--- src/rtl/batchflow_pkg.sv ---
// Shared types for the batchflow task dispatcher.
// Holds the FSM encoding and the task-slot limits.
package batchflow_pkg;

    localparam int MAX_TASKS = 32;

    typedef logic [$clog2(MAX_TASKS)-1:0] task_id_t;

    typedef enum logic [1:0] {
        IDLE,
        RUN,
        ERR
    } disp_state_e;

endpackage

--- src/rtl/task_dispatcher_if.sv ---
// Issue and completion ports between the dispatcher
// and the task cells it launches.
interface task_dispatcher_if #(
    parameter int N_TASKS = 8
);
    localparam int IDW = $clog2(N_TASKS);

    logic           issue_valid;
    logic           issue_ready;
    logic [IDW-1:0] issue_id;
    logic           done_valid;
    logic [IDW-1:0] done_id;

    modport master (
        output issue_valid,
        output issue_id,
        input  issue_ready,
        input  done_valid,
        input  done_id
    );

    modport slave (
        input  issue_valid,
        input  issue_id,
        output issue_ready,
        output done_valid,
        output done_id
    );

endinterface

--- src/rtl/prio_pick.sv ---
// Lowest-index request picker: one-hot grant,
// encoded index and any-request flag.
module prio_pick #(
    parameter int N = 8,
    parameter int W = $clog2(N)
) (
    input  logic [N-1:0] req,
    output logic [N-1:0] onehot,
    output logic [W-1:0] idx,
    output logic         any
);

    assign onehot = req & (~req + N'(1));
    assign any    = |req;

    always_comb begin
        idx = '0;
        for (int i = N - 1; i >= 0; i--) begin
            if (req[i]) idx = W'(i);
        end
    end

endmodule

--- src/rtl/task_dispatcher.sv ---
// Dependency-ordered task issuer for a batchflow graph:
// predecessor masks in, task IDs out, completions retire.
module task_dispatcher
    import batchflow_pkg::*;
#(
    parameter  int N_TASKS = 8,
    parameter  int MAX_OUT = 4,
    localparam int IDW     = $clog2(N_TASKS),
    localparam int OW      = $clog2(MAX_OUT + 1)
) (
    input  logic               clk,
    input  logic               rst,
    input  logic               cfg_we,
    input  logic [IDW-1:0]     cfg_id,
    input  logic               cfg_en,
    input  logic [N_TASKS-1:0] cfg_pred,
    input  logic               start,
    task_dispatcher_if.master  io,
    output logic               busy,
    output logic               finish,
    output logic               err_deadlock,
    output logic               err_spurious
);

    localparam logic [OW-1:0] MAX_O = OW'(MAX_OUT);

    disp_state_e        state_q, state_d;
    logic [N_TASKS-1:0] en_q, en_d;
    logic [N_TASKS-1:0] pred_q [N_TASKS];
    logic [N_TASKS-1:0] pred_d [N_TASKS];
    logic [N_TASKS-1:0] issued_q, issued_d;
    logic [N_TASKS-1:0] completed_q, completed_d;
    logic [OW-1:0]      out_q, out_d;
    logic               iv_q, iv_d;
    logic [IDW-1:0]     iid_q, iid_d;
    logic               dl_q, dl_d;
    logic               sp_q, sp_d;
    logic               fin_q, fin_d;

    logic [N_TASKS-1:0] rdy;
    logic [N_TASKS-1:0] pick_oh;
    logic [IDW-1:0]     pick_idx;
    logic               pick_any;
    logic               hs;
    logic               done_ok;
    logic               all_done;

    // Disabled predecessors count as satisfied.
    always_comb begin
        for (int i = 0; i < N_TASKS; i++) begin
            rdy[i] = en_q[i] & ~issued_q[i]
                   & ~|(pred_q[i] & en_q & ~completed_q);
        end
    end

    prio_pick #(
        .N (N_TASKS)
    ) u_pick (
        .req    (rdy),
        .onehot (pick_oh),
        .idx    (pick_idx),
        .any    (pick_any)
    );

    assign hs       = iv_q & io.issue_ready;
    assign all_done = ~|(en_q & ~completed_q);

    // A task still waiting on its handshake is not yet outstanding.
    assign done_ok = io.done_valid
                   & issued_q[io.done_id]
                   & ~completed_q[io.done_id]
                   & ~(iv_q && iid_q == io.done_id);

    always_comb begin
        state_d     = state_q;
        en_d        = en_q;
        pred_d      = pred_q;
        issued_d    = issued_q;
        completed_d = completed_q;
        out_d       = out_q;
        iv_d        = iv_q;
        iid_d       = iid_q;
        dl_d        = dl_q;
        sp_d        = sp_q;
        fin_d       = 1'b0;

        if (hs) begin
            iv_d  = 1'b0;
            out_d = out_d + OW'(1);
        end
        if (done_ok) begin
            completed_d[io.done_id] = 1'b1;
            out_d = out_d - OW'(1);
        end else if (io.done_valid) begin
            sp_d = 1'b1;
        end

        unique case (state_q)
            IDLE: begin
                if (cfg_we) begin
                    en_d[cfg_id]   = cfg_en;
                    pred_d[cfg_id] = cfg_pred;
                end
            end
            RUN: begin
                if (all_done) begin
                    state_d = IDLE;
                    fin_d   = 1'b1;
                end else if (!iv_q && pick_any && out_q < MAX_O) begin
                    iv_d     = 1'b1;
                    iid_d    = pick_idx;
                    issued_d = issued_q | pick_oh;
                end else if (!iv_q && !pick_any && out_q == '0) begin
                    state_d = ERR;
                    dl_d    = 1'b1;
                end
            end
            ERR: begin
            end
            default: state_d = IDLE;
        endcase

        if (start && state_q != RUN) begin
            state_d     = RUN;
            issued_d    = '0;
            completed_d = '0;
            out_d       = '0;
            iv_d        = 1'b0;
            dl_d        = 1'b0;
            sp_d        = 1'b0;
        end
    end

    always_ff @(posedge clk or posedge rst) begin
        if (rst) begin
            state_q     <= IDLE;
            en_q        <= '0;
            for (int i = 0; i < N_TASKS; i++) pred_q[i] <= '0;
            issued_q    <= '0;
            completed_q <= '0;
            out_q       <= '0;
            iv_q        <= 1'b0;
            iid_q       <= '0;
            dl_q        <= 1'b0;
            sp_q        <= 1'b0;
            fin_q       <= 1'b0;
        end else begin
            state_q     <= state_d;
            en_q        <= en_d;
            pred_q      <= pred_d;
            issued_q    <= issued_d;
            completed_q <= completed_d;
            out_q       <= out_d;
            iv_q        <= iv_d;
            iid_q       <= iid_d;
            dl_q        <= dl_d;
            sp_q        <= sp_d;
            fin_q       <= fin_d;
        end
    end

    assign io.issue_valid = iv_q;
    assign io.issue_id    = iid_q;
    assign busy           = (state_q == RUN);
    assign finish         = fin_q;
    assign err_deadlock   = dl_q;
    assign err_spurious   = sp_q;

endmodule

--- src/flat_wrapper.sv ---
// flat-port wrapper written by rule: the top's interface ports become plain ports
module task_dispatcher_flat import batchflow_pkg::*;
#(
    parameter  int N_TASKS = 8,
    parameter  int MAX_OUT = 4,
    localparam int IDW     = $clog2(N_TASKS),
    localparam int OW      = $clog2(MAX_OUT + 1)
)
  (clk, rst, cfg_we, cfg_id, cfg_en, cfg_pred, start, busy, finish, err_deadlock, err_spurious, io_issue_valid, io_issue_id, io_issue_ready, io_done_valid, io_done_id);
  task_dispatcher_if #(.N_TASKS(N_TASKS)) io_i ();
  input  logic clk;
  input  logic rst;
  input  logic cfg_we;
  input  logic [IDW-1:0] cfg_id;
  input  logic cfg_en;
  input  logic [N_TASKS-1:0] cfg_pred;
  input  logic start;
  output logic busy;
  output logic finish;
  output logic err_deadlock;
  output logic err_spurious;
  output wire logic [$bits(io_i.issue_valid)-1:0] io_issue_valid;
  output wire logic [$bits(io_i.issue_id)-1:0] io_issue_id;
  input wire logic [$bits(io_i.issue_ready)-1:0] io_issue_ready;
  input wire logic [$bits(io_i.done_valid)-1:0] io_done_valid;
  input wire logic [$bits(io_i.done_id)-1:0] io_done_id;
  assign io_issue_valid = io_i.issue_valid;
  assign io_issue_id = io_i.issue_id;
  assign io_i.issue_ready = io_issue_ready;
  assign io_i.done_valid = io_done_valid;
  assign io_i.done_id = io_done_id;
  task_dispatcher #(.N_TASKS(N_TASKS), .MAX_OUT(MAX_OUT)) u_core (.clk(clk), .rst(rst), .cfg_we(cfg_we), .cfg_id(cfg_id), .cfg_en(cfg_en), .cfg_pred(cfg_pred), .start(start), .io(io_i), .busy(busy), .finish(finish), .err_deadlock(err_deadlock), .err_spurious(err_spurious));
endmodule
--- config.mk ---
export PLATFORM = sky130hd
export DESIGN_NAME = task_dispatcher_flat
export DESIGN_NICKNAME = d
export VERILOG_FILES = /design/src/rtl/batchflow_pkg.sv /design/src/rtl/task_dispatcher_if.sv /design/src/rtl/prio_pick.sv /design/src/rtl/task_dispatcher.sv /design/src/flat_wrapper.sv
export SDC_FILE = /design/constraint.sdc
export NUM_CORES = 1
export LEC_CHECK = 0
export ABC_AREA = 1
export CAP_MARGIN = 20
export CORE_MARGIN = 3
export CORE_UTILIZATION = 55
export DETAILED_ROUTE_END_ITERATION = 10
export GPL_TIMING_DRIVEN = 0
export PLACE_DENSITY = 0.73
export SETUP_SLACK_MARGIN = 0.5
export SLEW_MARGIN = 0
export SYNTH_ARGS = -nofsm -noshare
export SYNTH_HDL_FRONTEND = slang
export SYNTH_SLANG_ARGS = --single-unit
--- constraint.sdc ---
create_clock -name clk -period 3.5 [get_ports clk]
set_input_delay 0.525 -clock clk [delete_from_list [all_inputs] [get_ports clk]]
set_output_delay 0.525 -clock clk [all_outputs]
set_load 0.02 [all_outputs]
## After elaboration in Yosys (flattened, before gate mapping)

Cells that the tools add are included.

- Register bits: 100
- Bits of input ports: 21

- Magnitude comparators: 7
- Reduce and logical (&&, ||, !) cells: 44
- Add/subtract/negate cells: 3
- Eq/ne operators: 9
- Bitwise operators: 53
- Multiplexer cells: 49

Operators with widths:

| kind | number |
|---|---|
| $and 8x8->8 | 18 |
| $reduce_or 8->1 | 10 |
| $bwmux 64 | 1 |
| $mux 8 | 7 |
| $mux 3 | 11 |
| $demux 8 s3 | 1 |
| $and 1x1->1 | 20 |
| $mux 1 | 19 |
| $not 8->8 | 2 |
| $or 8x8->8 | 2 |
| $reduce_bool 2->1 | 6 |
| $logic_not 1->1 | 10 |
| $not 1->1 | 10 |
| $logic_and 1x1->1 | 9 |
| $reduce_and 3->1 | 3 |
| $add 8x1->8 const B | 1 |
| $bwmux 8 | 1 |
| $lt 3x4->1 const B | 2 |
| $mux 2 | 4 |
| $ne 4x4->1 const B | 2 |
| $bmux 1 s3 | 2 |
| $demux 1 s3 | 2 |
| $ge 3x1->1 const B | 2 |
| $ge 4x4->1 const B | 1 |
| other kinds (16) | 19 |

## Depth between registers and ports, before layout

Gate-level depths: netlist of run 1.

- Depth in word-level cells: 14
- Depth in mapped cells: 14

## Modules after synthesis

From an unflattened synthesis of run 1, not the netlist that was laid out.

- Cells, all modules: 659
- Area total of the unflattened synthesis: 5117.4 um^2

Modules (own cells, without submodules):

| module | cells each | area each (um^2) | times used |
|---|---|---|---|
| task_dispatcher | 623 | 4958.5 | 1 |
| prio_pick | 36 | 158.9 | 1 |

## Worst setup path after synthesis of run 1

OpenSTA, ideal clock, no wires.

- Path type: input to register
- From: input port io_done_id[1]
- To: register u_core.out_q[0]
- Data arrival time: 1493 ps
- Required time: 3368 ps
- Slack: 1876 ps
- Library setup time: 132 ps
- Buffers on the path: 1
- Stages: 10
- Cells stage by stage: buf_4 > inv_2 > nor3_1 > nand2_1 > nand4_1 > a21oi_1 > nand3_1 > nor2_1 > nand2_1 > o21ai_0

- Longest elaborated chain between the ends: 7
- Elaborated cells on any way between the ends: 13

RTL lines:

| element | line | RTL |
|---|---|---|
| start, declared | flat_wrapper.sv:26 | `input wire logic [$bits(io_i.done_id)-1:0] io_done_id;` |
| $bmux 1 s3, on equally long branches | task_dispatcher.sv:70, task_dispatcher.sv:71 |  |
| $mux 1, on equally long branches | task_dispatcher.sv:70, task_dispatcher.sv:71 |  |
| $and 1x1->1 or $not 1->1 (tied branches) | task_dispatcher.sv:70, task_dispatcher.sv:71 |  |
| $and 1x1->1 | task_dispatcher.sv:71 | `& ~completed_q[io.done_id]` |
| $and 1x1->1 (*) | task_dispatcher.sv:72 | `& ~(iv_q && iid_q == io.done_id);` |
| $mux 3 (*) | task_dispatcher.sv:91 | `if (done_ok) begin` |
| $mux 3 (*) | task_dispatcher.sv:123 | `if (start && state_q != RUN) begin` |
| net u_core.out_d[0] | task_dispatcher.sv:33 | `logic [OW-1:0] out_q, out_d;` |
| end signal, assigned | task_dispatcher.sv:153 | `out_q <= out_d;` |
| end, declared | task_dispatcher.sv:33 |  |

The timed path passes the listed nets; every way through them passes the cells marked *. The select of a mux whose other input is x is not followed.
A chain may end at the register's enable or synchronous reset.

## Final worst setup path of run 1

- From: register u_core.state_q[1]
- To: output port busy

- Longest elaborated chain between the ends: 1

RTL lines:

| element | line | RTL |
|---|---|---|
| start, declared | task_dispatcher.sv:27 | `disp_state_e state_q, state_d;` |
| start signal, assigned | task_dispatcher.sv:148 | `state_q <= state_d;` |
| $eq 2x1->1 | task_dispatcher.sv:164 | `assign busy = (state_q == RUN);` |
| end, declared | flat_wrapper.sv:18 | `output logic busy;` |

No other way between the ends.

==> impl_metrics.json, run 1 <==
{
  "rsz0062_at_grt": "no",
  "grt_use_total_pct": 26.8,
  "cellLeakagePower_uw": 0.00276,
  "power_uw": 5090,
  "vias_per_cell": 5.70,
  "final_cells": 751,
  "multi_input_area_um2": 2180,
  "drv_cap": 0,
  "critPathKind": "reg2out",
  "fmax_ghz": 0.457,
  "cp_slowest_stage_delay_ps": 640,
  "finalHoldViolCount": 0,
  "cts_resized": 0,
  "routedWlPerCell_um": 17.1,
  "regArea_um2": 2500,
  "wl_um": 12900,
  "status": "complete, no violations",
  "diodes": 0,
  "drive_gt1_share_pct": 13.8,
  "holdWs_ps": 492,
  "fp.dieArea_um2": 10300,
  "synth_cells": 599,
  "route.met2.wl_um": 6000,
  "hold_buffers": 0,
  "postRouteAntennaNets": 0,
  "grt_max_degree": 35,
  "post-route-drc-count": 0,
  "fillCellCount": 779,
  "cp.required_ps": 2970,
  "clock_latency_ps": 370,
  "clock_sinks": 100,
  "peakVddDrop_uv": 384,
  "hold_class": "reg2reg",
  "synth_seq_cells": 100,
  "num_rows": 34,
  "crit_chain": "nor2_1 -> clkdlybuf4s50_1",
  "die_w_um": 101,
  "clockRootBuffer": "clkbuf_8",
  "gp_congestion": 0.912,
  "seq_area_frac_synth_pct": 49.9,
  "min_period_over_period_pct": 62.5,
  "dp_cells": 735,
  "cpMaxStageDelayCell": "clkdlybuf4s50_1",
  "synth_nets": 623,
  "design_area_um2": 5680,
  "final_nets": 662,
  "ys_types": 33,
  "synth.top_cell.area_share_pct": 49.9,
  "synth_area_per_cell_um2": 8.37,
  "ys.warnings.count": 0,
  "placed_area_um2": 5460,
  "mostFrequentLayoutCell": "nand2_1",
  "grt_pass1_vias": 4030,
  "vias": 4284,
  "setup_tns_ps": 0,
  "top_layer": "met4",
  "cts_inserted_buffers": 9,
  "drt-met1-wl_um": 5700,
  "postCtsSetupRepairBufs": 0,
  "drt_iter0_drc": 350,
  "grt_pass1_wl_um": 20900,
  "cts_tree": "yes",
  "synth_largest_area_cell": "dfrtp_1",
  "dp.final_hpwl_um": 9540,
  "clk_pin_slew_ps": 100,
  "path_buf_inv": 1,
  "layout_common_cells": "nand2_1 (147), dfrtp_1 (100), o21ai_0 (66), nor2_1 (57), nand3_1 (46)",
  "antenna_found_initial": 0,
  "core_um2": 8810,
  "port_buffers": 25,
  "drv_slew": 0,
  "cts-htree-levels": 3,
  "crit_arrival_ps": 1660,
  "worst_setup_path_start_kind": "flip-flop",
  "p_per_area_nw_per_um2": 896,
  "fin_skew_ps": 9.64,
  "clock_path_buffers": 2,
  "overflow": 0,
  "maxSlewHeadroom_pct": 70.0,
  "io_pins": 29,
  "die_y_um": 101,
  "dr.pass1.iters": 5,
  "worst_setup_path_end_kind": "output port",
  "period_needed_ps": 2190,
  "cp_max_fo": 4,
  "start_util_pct": 56.9,
  "setup-violations-final": 0,
  "wl_met3_um": 753,
  "area_growth_pct": 13.3,
  "syn_area_um2": 5010,
  "critPathTopFamily": "buffers and inverters",
  "synth_area_leaders": "dfrtp_1 (50%), nand2_1 (11%), o21ai_0 (6.6%)",
  "tightest_slew_ps": 448
}
[synthesized netlist by cell type, drive strengths merged]
| library cell | number |
|---|---|
| o22ai | 10 |
| o21ai | 67 |
| xor2 | 6 |
| nand3b | 1 |
| nor2 | 68 |
| ha | 3 |
| nand4 | 15 |
| buf | 10 |
| nand3 | 52 |
| or2 | 1 |
| a21oi | 32 |
| nand2 | 158 |
| clkbuf | 6 |
| inv | 61 |
| nor3 | 9 |
| dfrtp | 100 |
[power breakdown]
group / switching (µW) / internal (µW) / leakage [µW]
clock: 402 / 422 / 0.000107
combinational: 1470 / 833 / 0.00139
sequential: 316 / 1640 / 0.00127
[sequential cells by signal (all words and copies together), names as in the netlist]
name and cells:
u_core.io.issue_id 3, u_core.completed_q 8, u_core.issued_q 8, u_core.io.issue_valid 1, u_core.out_q 3, u_core.state_q 2, u_core.en_q 8, u_core.pred_q 64
u_core.finish 1, u_core.err_spurious 1, u_core.err_deadlock 1
[worst paths after layout]
path	from	end	slack (ps)	depth (start not counted)
min	u_core.pred_q[51]$_DFFE_PP0P_	u_core.pred_q[51]$_DFFE_PP0P_	490	2
max	u_core.state_q[1]$_DFFE_PP0P_	busy	1310	2
max reg2reg	u_core.completed_q[1]$_DFFE_PP0P_	u_core.issued_q[7]$_DFFE_PP0P_	1480	11
min reg2reg	u_core.pred_q[51]$_DFFE_PP0P_	u_core.pred_q[51]$_DFFE_PP0P_	490	2
max in group asynchronous	rst	u_core.pred_q[59]$_DFFE_PP0P_	2300	4
min in group asynchronous	rst	u_core.err_deadlock$_DFFE_PP0P_	500	2
[tightest hold or removal path: cells and delay by family (launching register included)]
kind | cells | cell delay, ps
AND/OR/NAND/NOR | 1 | 50
AO/OA/AOI/OAI | 1 | 60
flip-flops | 1 | 350
[logic make-up (layout without fill, tap and decap cells)]
family	after synthesis	after routing	synth area share (%)
fa+ha+maj	3	3	0.749
compound gates	109	109	11.6
simple gates	304	304	30.2
flops	100	100	49.9
buf+inv	77	121	6.51
xor+xnor	6	6	1.05
[per-stage QoR]
step	setup WS (ps)	utilization, %
floorplan	1790	-
global placement	745	61.4
detailed placement	1120	62.0
CTS	1310	64.5
global route	1200	64.5
finish	1310	64.5
[layout make-up]
| cell class | instances | area share (%) |
|---|---|---|
| repair buffers | 28 | 5.46 |
| clock buffers | 12 | 2.56 |
| inverters | 61 | 4.19 |
| plain buffers | 16 | 1.63 |
| multi-input cells | 422 | 38.5 |
| flip-flops and latches | 100 | 44.1 |
| well taps | 108 | 2.38 |
| clock inverters | 4 | 1.28 |
[routing by layer]
metal / GRT usage (%) / up-vias
li1: - / 2025
met1: 37.6 / 2064
met2: 41.8 / 164
met3: 3.65 / 31
met4: 12.2 / 0
met5: 0 / -
(Power assumes the default switching activity.)
==> run 2, diff against run 1 <==
- CORE_UTILIZATION: 55 -> 54
- PLACE_DENSITY: 0.73 -> 0.75
- clock period: 3.5 -> 1.8 ns (I/O delays scaled with it)
==> impl_metrics.json, run 2 (synthesized netlist as in run 1, its figures left out) <==
{
  "core_um2": 8850,
  "gp_congestion": 0.895,
  "overflow": 0,
  "vias_per_cell": 6.35,
  "num_rows": 34,
  "worst_setup_path_end_kind": "flip-flop",
  "design_area_um2": 7430,
  "r2r_cells": 12,
  "grt_max_degree": 44,
  "io_pins": 29,
  "dp_cells": 734,
  "grt_pass1_vias": 5069,
  "die_y_um": 102,
  "clk_pin_slew_ps": 110,
  "final_cells": 825,
  "timing.rr.end": "u_core.err_deadlock$_DFFE_PP0P_",
  "area_growth_pct": 48.2,
  "cts_tree": "yes",
  "wl_um": 19000,
  "fp.dieArea_um2": 10500,
  "placed_area_um2": 5520,
  "cellLeakagePower_uw": 0.00339,
  "grt_pass1_wl_um": 26200,
  "fmax_ghz": 0.509,
  "die_w_um": 102,
  "fin_util_pct": 84.0,
  "fin_skew_ps": 11.9,
  "hold_path.startpoint": "io_done_id[1]",
  "drv_cap": 0,
  "cts-htree-levels": 3,
  "grt_use_total_pct": 33.4,
  "vias": 5235,
  "port_buffers": 25,
  "setup_slack_ps": -166,
  "finalHoldViolCount": 0,
  "cp_max_fo": 6,
  "start_util_pct": 56.7,
  "clock_path_buffers": 2,
  "r2r_start": "u_core.en_q[6]$_DFFE_PP0P_",
  "maxSlewHeadroom_pct": 50.8,
  "rsz0062_at_grt": "yes",
  "regMostFlops": "u_core.pred_q",
  "min_period_over_period_pct": 109,
  "routedWlPerCell_um": 23.0,
  "layout_common_cells": "dfrtp_1 (92), nand2_1 (88), nand2_2 (44), nand3_1 (44), o21ai_2 (43)",
  "hold_class": "in2reg",
  "hold_buffers": 0,
  "pre_cts_slack_ps": -400,
  "crit_arrival_ps": 2290,
  "status": "complete, but fails checks",
  "drive_gt1_share_pct": 50.1,
  "critPathKind": "reg2reg",
  "final_nets": 737,
  "reg2reg_slack_ps": -170,
  "drt_iter0_drc": 645,
  "cp.required_ps": 2120,
  "mostFrequentLayoutCell": "dfrtp_1",
  "setup-violations-final": 15,
  "clock_sinks": 100,
  "min_path_cells": 4,
  "postRouteAntennaNets": 0,
  "tightest_slew_ps": 734,
  "clock_latency_ps": 390,
  "period_needed_ps": 1970,
  "antenna_found_initial": 0,
  "dr.pass1.iters": 5,
  "startpoint": "u_core.en_q[6]$_DFFE_PP0P_",
  "hold-path-endpoint": "u_core.completed_q[5]$_DFFE_PP0P_",
  "violations": "setup timing",
  "diodes": 0,
  "p_per_area_nw_per_um2": 1740,
  "worst_setup_path_start_kind": "flip-flop",
  "largest_reg_flops": 64,
  "cts_inserted_buffers": 9,
  "clockRootBuffer": "clkbuf_8",
  "drv_slew": 0,
  "peakVddDrop_uv": 825,
  "dp.final_hpwl_um": 9760,
  "post-route-drc-count": 0
}
## run 2: metrics by stage
step / TNS, ps / hold WS, ps / power (µW)
6_report: -1860 / 259 / 13000
5_1_grt: -2210 / 267 / 13600
4_1_cts: 0 / 268 / 11300
3_5_place_dp: -19980 / 473 / 8420
3_3_place_gp: -82920 / 466 / 8260
2_1_floorplan: 0 / 391 / 7210
## run 2: worst max path at each step
| stage | cells past startpoint | to | slack (ps) |
|---|---|---|---|
| 6_report | 12 | u_core.err_deadlock$_DFFE_PP0P_ | -170 |
| 2_1_floorplan | 10 | u_core.out_q[2]$_DFF_PP0_ | 290 |
| 3_3_place_gp | 2 | u_core.pred_q[14]$_DFFE_PP0P_ | -660 |
| 4_1_cts | 13 | u_core.io.issue_id[0]$_DFFE_PP0P_ | 70 |
| 3_5_place_dp | 8 | u_core.pred_q[37]$_DFFE_PP0P_ | -400 |
| 5_1_grt | 13 | u_core.io.issue_id[0]$_DFFE_PP0P_ | -190 |
## run 2: what timing repair did
item | 4_1_cts | 5_1_grt
setup endpoints to repair | 107 | 134
endpoints found under the hold margin | 0 | 0
gates resized for setup | 235 | 160
buffers inserted | 55 | 11
pin swaps | 21 | 28
gates cloned | 9 | 1
## run 2: worst max-delay path, cell delays in order (launching register included)
cell and delay (ps):
dfrtp_2 530, inv_4 70, nor2_4 250, nand2_2 130, nand2_2 100, nor2_2 60, nand3_2 100, nand2_2 80
nor2_4 160, nand2_8 90, inv_2 80, nand3b_4 90, a21oi_2 130
## run 2: area by class of cell
type                            instances  area [µm²]
Clock buffer                            9         124
Clock inverter                          6        88.8
Inverter                               61         250
Timing Repair inverter                  1        5.00
Multi-Input combinational cell        423        3070
Tap cell                              108         135
Sequential cell                       100        2510
Buffer                                 16         179
Fill cell                             464        1420
Timing Repair Buffer                  101        1060
## run 2: routing by layer
layer | global-route usage (%) | wire (µm) | vias to the layer above | share of wire, %
met5 | 0 | 0 | - | 0
met4 | 20.7 | 1380 | 0 | 7.3
met3 | 6.89 | 1590 | 121 | 8.4
met2 | 55.6 | 9400 | 350 | 50
met1 | 39.7 | 6620 | 2568 | 35
li1 | - | - | 2196 | -
## run 2: power by group
group / leakage (µW) / total (µW) / switching [µW] / internal [µW]
Sequential: 0.00126 / 4200 / 1000 / 3210
Combinational: 0.00203 / 7100 / 4090 / 3010
Clock: 0.000102 / 1650 / 868 / 779
==> run 3, diff against run 2 <==
- CORE_UTILIZATION: 54 -> 45
- PLACE_DENSITY: 0.75 -> 0.72
==> impl_metrics.json, run 3 (synthesized netlist as in run 1, its figures left out) <==
{
  "clk_pin_slew_ps": 100,
  "gp_congestion": 0.967,
  "overflow": 0,
  "clockRootBuffer": "clkbuf_8",
  "clock_sinks": 100,
  "grt_pass1_vias": 4684,
  "drt_iter0_drc": 371,
  "cts_tree": "yes",
  "drv_cap": 0,
  "peakVddDrop_uv": 912,
  "fp.dieArea_um2": 12400,
  "fmax_ghz": 0.558,
  "tightest_slew_ps": 736,
  "drive_gt1_share_pct": 48.8,
  "rsz0062_at_grt": "yes",
  "cts_inserted_buffers": 9,
  "vias_per_cell": 5.88,
  "cts-htree-levels": 3,
  "fin_skew_ps": 17.2,
  "clock_path_buffers": 2,
  "die_w_um": 112,
  "hold_class": "in2reg",
  "cellLeakagePower_uw": 0.00332,
  "fillCellCount": 788,
  "diodes": 0,
  "grt_max_degree": 42,
  "crit_arrival_ps": 2100,
  "cp.required_ps": 2110,
  "setup-violations-final": 0,
  "antenna_found_initial": 0,
  "grt_use_total_pct": 25.0,
  "mostFrequentLayoutCell": "dfrtp_1",
  "area_growth_pct": 45.1,
  "start_util_pct": 47.5,
  "largest_reg_flops": 64,
  "dr.pass1.iters": 5,
  "port_buffers": 25,
  "placed_area_um2": 5560,
  "wl_um": 17300,
  "cp_max_fo": 6,
  "dp.final_hpwl_um": 9810,
  "routedWlPerCell_um": 20.6,
  "cpMaxStageDelayCell": "dfrtp_1",
  "worst_setup_path_end_kind": "flip-flop",
  "postRouteAntennaNets": 0,
  "worst_setup_path_start_kind": "flip-flop",
  "design_area_um2": 7280,
  "post-route-drc-count": 0,
  "dp_cells": 762,
  "vias": 4959,
  "cp_slowest_stage_delay_ps": 460,
  "status": "complete, no violations",
  "die_y_um": 112,
  "io_pins": 29,
  "drv_slew": 0,
  "period_needed_ps": 1790,
  "final_nets": 726,
  "min_period_over_period_pct": 99.6,
  "num_rows": 37,
  "grt_pass1_wl_um": 24600,
  "p_per_area_nw_per_um2": 1730,
  "regMostFlops": "u_core.pred_q",
  "layout_common_cells": "dfrtp_1 (90), nand2_1 (79), nand2_2 (55), nand3_1 (44), inv_1 (35)",
  "finalHoldViolCount": 0,
  "crit_chain": "buf_4 -> nand3_1 -> nand3_1 -> nor2_1 -> nand2_2 -> nand2_2 -> nor2_4 -> nand2_8 -> nand2_8 -> inv_8 -> nand2_4 -> a21oi_2",
  "core_um2": 10600,
  "final_cells": 843,
  "maxSlewHeadroom_pct": 50.7,
  "clock_latency_ps": 390,
  "critPathKind": "reg2reg"
}
## run 3: changes by cell type in the layout (fill, tap and decap cells not counted), moves of 5 or more
| cell | delta |
|---|---|
| buf_8 | -5 |
| nand2_1 | -9 |
| nand2_2 | +11 |
| o21ai_1 | +12 |
| o21ai_2 | -9 |
| o22ai_1 | +7 |
| o22ai_2 | -5 |
## run 3: final cells by class
class | instances | area [µm²] | area share [%]
Clock inverter | 7 | 82.6 | 1.13
Sequential cell | 100 | 2510 | 34.6
Multi-Input combinational cell | 422 | 2990 | 41.0
Clock buffer | 9 | 124 | 1.70
Buffer | 16 | 166 | 2.29
Tap cell | 136 | 170 | 2.34
Timing Repair Buffer | 91 | 968 | 13.3
Timing Repair inverter | 1 | 5.00 | 0.0688
Inverter | 61 | 258 | 3.54
## run 3: critical path: cells and delay by family (launching register included)
kind	cells	cell delay (ps)
AND/OR/NAND/NOR	9	860
flip-flops	1	460
buffers and inverters	2	280
AO/OA/AOI/OAI	1	110
## run 3: what timing repair did
item                                    4_1_cts  5_1_grt
pin swaps                                    22       26
endpoints found under the setup margin      108      144
hold buffers                                  0        0
buffers inserted                             42       13
cloned                                        7        3
resized for setup                           209      168
## run 3: stage by stage
stage / util, % / setup TNS, ps / worst slack [ps] / hold WS (ps) / total power, µW
after detailed placement: 52.7 / -21830 / -327 / 474 / 8420
after global routing: 68.9 / -398 / -67.1 / 267 / 13200
after CTS: 62.8 / 0 / 104 / 252 / 11100
after global placement: 52.3 / -82630 / -650 / 467 / 8250
final: 68.9 / 0 / 6.51 / 252 / 12600
after floorplan: - / 0 / 291 / 391 / 7210
## run 3: path summary, 6_finish.rpt
check / startpoint / end / slack [ps] / depth (start not counted)
max in group asynchronous: rst / u_core.en_q[6]$_DFFE_PP0P_ / 620 / 4
worst max-delay path: u_core.en_q[3]$_DFFE_PP0P_ / u_core.issued_q[2]$_DFFE_PP0P_ / 7 / 12
min in group asynchronous: rst / u_core.issued_q[1]$_DFFE_PP0P_ / 370 / 2
worst min register to register: u_core.pred_q[24]$_DFFE_PP0P_ / u_core.pred_q[24]$_DFFE_PP0P_ / 510 / 2
worst min-delay path: io_done_id[1] / u_core.completed_q[5]$_DFFE_PP0P_ / 250 / 4
worst max register to register: u_core.en_q[3]$_DFFE_PP0P_ / u_core.issued_q[2]$_DFFE_PP0P_ / 7 / 12
## run 3: report_power, final
group	internal, µW	switching [µW]
clock	665	893
sequential	3210	947
combinational	2960	3940
## run 3: metal layers
metal,up-vias,global-route usage (%),share of wire (%)
met5,-,0,0
li1,2180,-,-
met1,2465,32.5,40
met2,254,40.6,50
met4,0,8.76,4.0
met3,60,6.52,6.6
